==> config.mk <==
export PLATFORM = sky130hd
export DESIGN_NAME = cordic_post
export DESIGN_NICKNAME = d
export VERILOG_FILES = /design/src/rtl/cordic_pkg.sv /design/src/rtl/cordic_post_fifo.sv /design/src/rtl/cordic_post.sv
export SDC_FILE = /design/constraint.sdc
export NUM_CORES = 1
export LEC_CHECK = 0
export ABC_AREA = 1
export CORE_MARGIN = 4
export CORE_UTILIZATION = 55
export DETAILED_ROUTE_END_ITERATION = 7
export GPL_TIMING_DRIVEN = 0
export HOLD_SLACK_MARGIN = 0.12
export PLACE_DENSITY = 0.74
export SLEW_MARGIN = 20
export SYNTH_ARGS = -nofsm -noshare
export SYNTH_HDL_FRONTEND = slang
export SYNTH_SLANG_ARGS = --single-unit
==> constraint.sdc <==
create_clock -name clock -period 2.5 [get_ports clock]
set_input_delay 0.5 -clock clock [delete_from_list [all_inputs] [get_ports clock]]
set_output_delay 0.5 -clock clock [all_outputs]
set_load 0.005 [all_outputs]
==> src/rtl/cordic_pkg.sv <==
// Shared constants, coordinate types and the CORDIC gain-compensation step.
package cordic_pkg;

   localparam int unsigned WIDTH      = 8;
   localparam int unsigned LATENCY    = 7;
   localparam int unsigned DEPTH      = 4;
   localparam int unsigned GAIN       = 155;
   localparam int unsigned GAIN_SHIFT = 8;
   localparam int unsigned PROD_W     = 16;
   localparam int unsigned ROUND      = 1 << (GAIN_SHIFT - 1);

   typedef logic signed [WIDTH-1:0] coord_t;

   typedef struct packed {
      coord_t x;
      coord_t y;
   } coord_pair_t;

   // Multiply by GAIN/2^GAIN_SHIFT, round half up, keep the low WIDTH bits.
   function automatic coord_t gain_comp(input coord_t v);
      logic signed [PROD_W-1:0] p;
      logic signed [PROD_W-1:0] r;
      p = PROD_W'(v) * $signed(PROD_W'(GAIN));
      r = p + $signed(PROD_W'(ROUND));
      r = r >>> GAIN_SHIFT;
      return r[WIDTH-1:0];
   endfunction

endpackage

==> src/rtl/cordic_post_fifo.sv <==
// Show-ahead FIFO of compensated coordinate pairs; the head is held in a register.
module cordic_post_fifo
   import cordic_pkg::*;
#(
   parameter int unsigned DEPTH = cordic_pkg::DEPTH
) (
   input  logic        clock,
   input  logic        reset,
   input  logic        push,
   input  logic        pop,
   input  coord_pair_t wdata,
   output coord_pair_t rdata,
   output logic        full,
   output logic        empty
);

   localparam int unsigned PTR_W = $clog2(DEPTH);
   localparam int unsigned CNT_W = PTR_W + 1;

   coord_pair_t            mem [DEPTH];
   logic [PTR_W-1:0]       rd_ptr;
   logic [PTR_W-1:0]       wr_ptr;
   logic [CNT_W-1:0]       count;
   logic                   do_pop;

   assign empty  = (count == '0);
   assign full   = (count == CNT_W'(DEPTH));
   assign do_pop = pop && !empty;

   always_ff @(posedge clock) begin
      if (push) mem[wr_ptr] <= wdata;
   end

   // Head register tracks mem[rd_ptr], bypassing the array when the FIFO runs dry.
   always_ff @(posedge clock or negedge reset) begin
      if (!reset) begin
         rd_ptr <= '0;
         wr_ptr <= '0;
         count  <= '0;
         rdata  <= '0;
      end else begin
         if (push) wr_ptr <= wr_ptr + PTR_W'(1);
         if (do_pop) rd_ptr <= rd_ptr + PTR_W'(1);
         case ({push, do_pop})
            2'b10:   count <= count + CNT_W'(1);
            2'b01:   count <= count - CNT_W'(1);
            default: count <= count;
         endcase
         if (do_pop && count > CNT_W'(1)) begin
            rdata <= mem[rd_ptr + PTR_W'(1)];
         end else if (push && (empty || (do_pop && count == CNT_W'(1)))) begin
            rdata <= wdata;
         end
      end
   end

endmodule

==> src/rtl/cordic_post.sv <==
// CORDIC rotator back end: valid tracking, gain removal and buffered valid/ready output.
module cordic_post
   import cordic_pkg::*;
#(
   parameter int unsigned LATENCY = cordic_pkg::LATENCY,
   parameter int unsigned DEPTH   = cordic_pkg::DEPTH
) (
   input  logic             clock,
   input  logic             reset,
   input  logic             in_valid,
   output logic             cordic_enable,
   input  logic [WIDTH-1:0] cordxp,
   input  logic [WIDTH-1:0] cordyp,
   output logic             out_valid,
   input  logic             out_ready,
   output logic [WIDTH-1:0] out_x,
   output logic [WIDTH-1:0] out_y,
   output logic             busy
);

   logic [LATENCY-1:0] vld;
   logic               full;
   logic               empty;
   logic               push;
   logic               pop;
   coord_pair_t        wdata;
   coord_pair_t        rdata;

   // Stall the rotator only when a finished sample has nowhere to go.
   assign cordic_enable = !(vld[LATENCY-1] && full);
   assign push          = cordic_enable && vld[LATENCY-1];
   assign out_valid     = !empty;
   assign pop           = out_valid && out_ready;
   assign busy          = (|vld) || !empty;

   assign wdata.x = gain_comp(coord_t'(cordxp));
   assign wdata.y = gain_comp(coord_t'(cordyp));
   assign out_x   = rdata.x;
   assign out_y   = rdata.y;

   always_ff @(posedge clock or negedge reset) begin
      if (!reset) begin
         vld <= '0;
      end else if (cordic_enable) begin
         vld <= {vld[LATENCY-2:0], in_valid};
      end
   end

   cordic_post_fifo #(
      .DEPTH (DEPTH)
   ) u_fifo (
      .clock (clock),
      .reset (reset),
      .push  (push),
      .pop   (pop),
      .wdata (wdata),
      .rdata (rdata),
      .full  (full),
      .empty (empty)
   );

endmodule
==> results.tsv, run 1 <==
stage	metric	value	unit
outcome	status	finished, violations left	
outcome	violations	setup timing	
synthesis	synth_area	6720	µm²
synthesis	yosys_warnings	0	
routing	drt_iter0_markers	302	
floorplanning	fp-row-count	40	
critical_path	cp_data_arrival_time	3680	ps
critical_path	crit_top_cell	ha_4	
cts	insertion_delay	340	ps
routing	routed_wl	16.1	mm
cts	cts_tree	done	
global_route	grt_pass1_vias	5362	
timing	drv_slew	0	
floorplanning	die_h	118	µm
critical_path	critical-path-max-stage-delay	550	ps
critical_path	crit_path_max_fanout	4	
global_route	grt_use_total	22.9	%
placement	place_congestion	0.938	
timing	tns	-70690	ps
global_route	grt_antenna_before_repair	0	
synthesis	avgSynthCellArea	9.42	µm²
critical_path	crit_chain	buf_12, inv_12, ha_4, inv_2, ha_4, inv_2, fa_1, inv_2, fa_2, ha_4, ha_4, nand2_2, nor2_2, nand2_2, o21ai_4, nand2_2, nand3_4, nand3_2, nand3_2, nand2_1	
timing	rsz0062_at_grt	true	
synthesis	synth.distinct_cells	34	
routing	dr.pass1.iters	5	
synthesis	syn_inst	713	
power	worst_ir_drop_vdd	0.000553	V
power	fin_total_pwr	0.0109	W
critical_path	worstSetupPathType	in -> reg	
power	p_per_area	1250	nW/µm²
critical_path	end_kind	flop	
critical_path	reg2regPathDepth	9	
placement	dp_hpwl	11.7	mm
synthesis	yosysTopAreaCell	edfxtp_1	
cts	clkSlewWorstSetupHoldPaths	60	ps
routing	wl_per_cell	17.3	µm
synthesis	ys_ff_latch	94	
cts	cts-htree-levels	3	
timing	finClkSkew	3.18	ps
critical_path	cp-start-kind	primary input	
timing	relSlewSlack	54.2	%
critical_path	timing.rr.end	u_fifo.count[2]	
critical_path	r2r_start	u_fifo.count[0]	
routing	drc_errors	0	
final_layout	layout-drive-gt1-share	28.5	%
min_path	min_path_type	in -> async	
cts	root_buffer	clkbuf_16	
synthesis	synth_edf_count	64	
timing	post-route-worst-setup-slack	-953	ps
global_route	top_usage_layer	met2	
timing	worstMarginPinSlew	687	ps
routing	antenna_left	0	
global_route	use_met1	28.0	%
placement	io_buffer_count	38	
timing	setup_viol	80	
critical_path	regToRegSetupSlack	260	ps
global_route	grtUsageMet2	40.9	%
routing	vias_per_cell	5.61	
synthesis	synth_area_leaders	edfxtp_1 (29%), ha_1 (20%), dfrtp_1 (11%)	
synthesis	async_flop_share	31.9	%
floorplanning	die_area	14000	µm²
cts	cts_buffers	9	
final_layout	antenna_cells	0	
synthesis	synth.most_common_cell	nand2_1	
timing	finalHoldViolCount	0	
floorplanning	die_w	118	µm
floorplanning	start_util	56.1	%
synthesis	synth_flop_cell	edfxtp_1	
floorplanning	core_area	12000	µm²
timing	fmax	0.290	GHz
cts	clock-sinks	94	
final_layout	syn_to_final_growth	30.5	%
synthesis	yosysTopAreaCellShare	28.6	%
global_route	grt-ovfl-total	0	
synthesis	syn-num-nets	862	
job	maxCapViolations	0	
routing	num_vias	5214	
critical_path	crit_path_top_delay_cell	fa_2	
synthesis	yosysSeqAreaShare	39.8	%
timing	period_needed	3450	ps
synthesis	synth.cells.most_frequent	nand2_1 (177), ha_1 (105), inv_1 (97)	
floorplanning	pin_count	39	
global_route	grt_pass1_wl	25.7	mm
global_route	grt_use_met3	3.01	%
global_route	grt_max_degree	31	
power	p_leak	3.98	nW
final_layout	nNetsFinal	927	
critical_path	crit_required	2730	ps
timing	fin_crit_sh	138	%
cts	clock_path_buffers	2	
-- where the power goes --
group / switching (W) / leakage, nW / internal [W]
combinational: 0.00412 / 2.90 / 0.00279
sequential: 0.000242 / 0.947 / 0.00258
clock: 0.000537 / 0.133 / 0.000661
-- metal layers --
metal,share of wire (%),wire (µm),up-vias
met2,53,8520,135
met4,2.6,417,0
met3,4.0,642,31
met5,0,0,-
li1,-,-,2504
met1,41,6520,2544
-- state kept, by name (all words and copies together), names as in the netlist --
signal / count
vld: 7
u_fifo.rdata: 16
u_fifo.wr_ptr: 2
u_fifo.count: 3
u_fifo.mem: 64
u_fifo.rd_ptr: 2
-- worst max-delay path by stage --
stage / from / end / slack [ps]
after detailed placement: cordxp[5] / u_fifo.rdata[9] / -2190
after global placement: cordxp[5] / u_fifo.rdata[9] / -2160
after floorplan: cordyp[5] / u_fifo.mem[0][2] / -990
after global routing: cordxp[5] / u_fifo.rdata[10] / -1090
after CTS: cordxp[5] / u_fifo.rdata[10] / -940
final: cordxp[5] / u_fifo.rdata[12] / -950
-- logic make-up (layout without fill, tap and decap cells) --
logic type	count (synthesis)	in the layout	share of synthesized area (%)
XOR/XNOR	13	13	1.70
flip-flops	94	94	39.8
AO/OA/AOI/OAI	69	69	6.54
AND/OR/NAND/NOR	291	291	18.5
adder cells (fa/ha/maj)	129	129	26.7
buffers and inverters	117	187	6.78
-- layout make-up --
| cell class | instances | area [µm²] |
|---|---|---|
| clock inverter | 6 | 28.8 |
| inverter | 101 | 404 |
| tap | 147 | 184 |
| clock buffer | 10 | 229 |
| multi-input combinational | 502 | 4650 |
| fill | 845 | 3200 |
| sequential | 94 | 2670 |
| timing repair buffer | 55 | 526 |
| buffer | 15 | 72.6 |
-- critical path: cells and delay by family --
kind | cells | cell delay [ps]
AOI/OAI and AO/OA | 1 | 260
adders and majority gates | 6 | 2000
buffers and inverters | 5 | 240
and+or+nand+nor | 8 | 670
-- metrics by stage --
step | setup WS [ps] | util, % | instance area [µm²] | hold WS (ps) | std cells
after global placement | -2160 | 63.8 | 7630 | 448 | 898
final | -953 | 73.3 | 8760 | 198 | 930
after detailed placement | -2190 | 64.2 | 7680 | 451 | 902
after floorplan | -995 | - | 7070 | 204 | 713
after CTS | -936 | 70.2 | 8400 | 222 | 927
after global routing | -1090 | 73.3 | 8760 | 263 | 930
-- timing repair --
item,CTS,global route
resized for setup,163,70
buffers inserted,10,3
hold buffers,0,0
endpoints found under the setup margin,81,117
hold endpoints to repair,0,0
pin swaps,60,39
-- layout by cell type (no fill, tap or decap), types with 4 or more instances in the layout --
cell / count
nor2_2: 6
a41oi_1: 5
inv_1: 86
inv_2: 12
edfxtp_1: 64
buf_2: 9
a21oi_2: 6
fa_1: 18
nand3_1: 40
nor2_4: 7
ha_4: 35
nor2_1: 22
xor2_1: 5
nand4_1: 9
clkbuf_1: 8
xnor2_1: 4
nand2_1: 130
clkdlybuf4s50_1: 21
clkbuf_16: 9
buf_4: 16
nand2_4: 19
o21ai_0: 19
a21oi_4: 6
o21ai_1: 5
a41oi_2: 4
clkinv_2: 5
nand3_2: 19
a21oi_1: 8
buf_6: 7
ha_1: 67
a21o_1: 6
fa_2: 6
dfrtp_1: 30
nand2_2: 31
Power figures use the tool's default switching activity.
==> run 2, diff against run 1 <==
- CAP_MARGIN: default -> 0
- CORE_ASPECT_RATIO: default -> 0.9
==> run 2 against run 1 <==
Net effect: the flow still finishes with violations (setup timing); sequential power is essentially flat; fmax is 2.2% lower; worst setup slack worse by 78 ps; count of clock-buffer cells in the layout did not move; utilization up 1.5 points; largest power group unchanged; highest routed layer unchanged.
==> results.tsv, run 2 (synthesis results as in run 1) <==
stage	metric	value	unit	change
global_route	grt_max_degree	31		unchanged
timing	finClkSkew	9.20	ps	+6.02 ps
routing	drc_errors	0		unchanged
floorplanning	pin_count	39		unchanged
timing	rsz0062_at_grt	true		
final_layout	regMostFlops	u_fifo.mem		
timing	period_needed	3530	ps	+78.0 ps
global_route	grt_antenna_before_repair	0		unchanged
critical_path	timing.rr.end	u_fifo.count[2]		
final_layout	nNetsFinal	933		+0.65%
cts	ctsHoldBuffers	0		unchanged
power	worst_ir_drop_vdd	0.000482	V	-13%
critical_path	cp_data_arrival_time	3820	ps	+140 ps
global_route	grt_pass1_wl	26.1	mm	+1.4%
power	p_per_area	1270	nW/µm²	+1.5%
timing	finalHoldViolCount	0		unchanged
critical_path	crit_path_end	u_fifo.rdata[6]		
global_route	grt_use_total	23.3	%	+0.32 points
routing	routed_wl	16.6	mm	+3.0%
timing	worstMarginPinSlew	670	ps	-16.8 ps
final_layout	final_common_cell	nand2_1		
critical_path	cp-start-kind	primary input		
timing	tns	-73120	ps	-2430 ps
floorplanning	die_area	14000	µm²	about the same
floorplanning	fp-row-count	38		-5.0%
cts	cts_tree	done		
critical_path	end_kind	flop		
cts	clock_path_buffers	2		unchanged
outcome	violations	setup timing		
final_layout	largest_reg_flops	64		unchanged
min_path	min_path_type	in -> async		
power	p_leak	4.04	nW	+1.5%
critical_path	crit_path_max_fanout	4		unchanged
final_layout	seq_area	2670	µm²	about the same
final_layout	design_area	8960	µm²	+2.2%
placement	place_area	7700	µm²	+0.21%
placement	place_congestion	0.963		+2.6%
timing	setup_viol	80		unchanged
final_layout	syn_to_final_growth	33.4	%	
cts	root_buffer	clkbuf_16		
critical_path	crit_required	2780	ps	+50 ps
cts	cts_buffers	9		unchanged
final_layout	antenna_cells	0		unchanged
global_route	grt-ovfl-total	0		unchanged
global_route	grt_pass1_vias	5394		+0.60%
timing	post-route-worst-setup-slack	-1030	ps	-78.0 ps
timing	drv_slew	0		unchanged
critical_path	reg2regPathDepth	9		unchanged
job	maxCapViolations	0		unchanged
routing	wl_per_cell	17.5	µm	+0.97%
placement	dp_hpwl	11.4	mm	-2.5%
floorplanning	die_w	124	µm	+5.0%
routing	antenna_left	0		unchanged
placement	io_buffer_count	38		unchanged
critical_path	r2r_start	u_fifo.count[0]		
cts	cts-htree-levels	3		unchanged
placement	dp_slack	-2210	ps	-25.9 ps
critical_path	regToRegSetupSlack	330	ps	+70 ps
cts	clkSlewWorstSetupHoldPaths	60	ps	about the same
routing	vias_per_cell	5.58		-0.54%
floorplanning	die_h	113	µm	-4.8%
final_layout	n_fill_cell	800		-5.3%
outcome	status	finished, violations left		
final_layout	multi_input_area	4710	µm²	+1.3%
final_layout	layout_common_cells	nand2_1 (125), inv_1 (87), ha_1 (64), edfxtp_1 (64), nand3_1 (43)		
floorplanning	start_util	56.0	%	-0.094 points
routing	num_vias	5292		+1.5%
final_layout	largestRegisters	u_fifo.mem: 64 flops, u_fifo.rdata: 16 flops, vld: 7 flops		
cts	insertion_delay	350	ps	about the same
routing	dr.pass1.iters	7		+2
critical_path	cp-startpoint	cordyp[5]		
final_layout	post-route-util	74.8	%	+1.5 points
timing	fmax	0.283	GHz	-2.2%
routing	drt_iter0_markers	284		-6.0%
floorplanning	core_area	12000	µm²	+0.17%
timing	fin_crit_sh	141	%	+3.1 points
final_layout	layout-drive-gt1-share	29.7	%	+1.2 points
cts	clock-sinks	94		unchanged
timing	relSlewSlack	55.3	%	+1.1 points
power	fin_total_pwr	0.0113	W	+3.7%
critical_path	worstSetupPathType	in -> reg		
[run 2: where the power goes]
part	switching, W	internal [W]
combinational	0.00418	0.00289
clock	0.000578	0.000875
sequential	0.000236	0.00258
total	0.00499	0.00635
[run 2: repair_timing]
action                     4_1_cts  5_1_grt
setup endpoints to repair       81      116
pin swaps                       63       26
gates resized for setup        183       60
buffers inserted                16        3
[run 2: area by class of cell]
type                            instances  area share, %
Clock buffer                           10           2.56
Buffer                                 15          0.810
Multi-Input combinational cell        502           52.6
Tap cell                              160           2.23
Timing Repair Buffer                   61           6.54
Sequential cell                        94           29.8
Clock inverter                          6          0.950
Inverter                              101           4.51
[run 2: worst min path at each step]
stage          cells past startpoint         endpoint
2_1_floorplan                      0  u_fifo.count[0]
3_3_place_gp                       2           vld[6]
3_5_place_dp                       2           vld[6]
4_1_cts                            1  u_fifo.rdata[4]
5_1_grt                            1  u_fifo.rdata[2]
6_report                           1  u_fifo.rdata[2]
[run 2: through the flow]
| stage | std cells | hold WS [ps] |
|---|---|---|
| after floorplan | 713 | 204 |
| after global placement | 911 | 446 |
| after detailed placement | 915 | 465 |
| after CTS | 946 | 212 |
| after global routing | 949 | 246 |
| final | 949 | 184 |
[run 2: metal layers]
metal,vias up,routed length (µm),GRT usage (%)
li1,2517,-,-
met1,2578,6750,28.9
met2,161,8650,41.8
met3,36,782,2.69
met4,0,415,8.98
met5,-,0,0
[run 2: critical path, cell delays in order]
cell     delay (ps)
buf_12          100
inv_12           30
ha_4            250
inv_2            30
ha_4            250
inv_2            30
fa_1            520
inv_2            50
fa_2            350
fa_2            570
ha_4            240
a21oi_4         200
o21ai_4          80
nand2_1         100
nand4_1         200
nand3_2         170
nand3_1          80
nand2_1          60
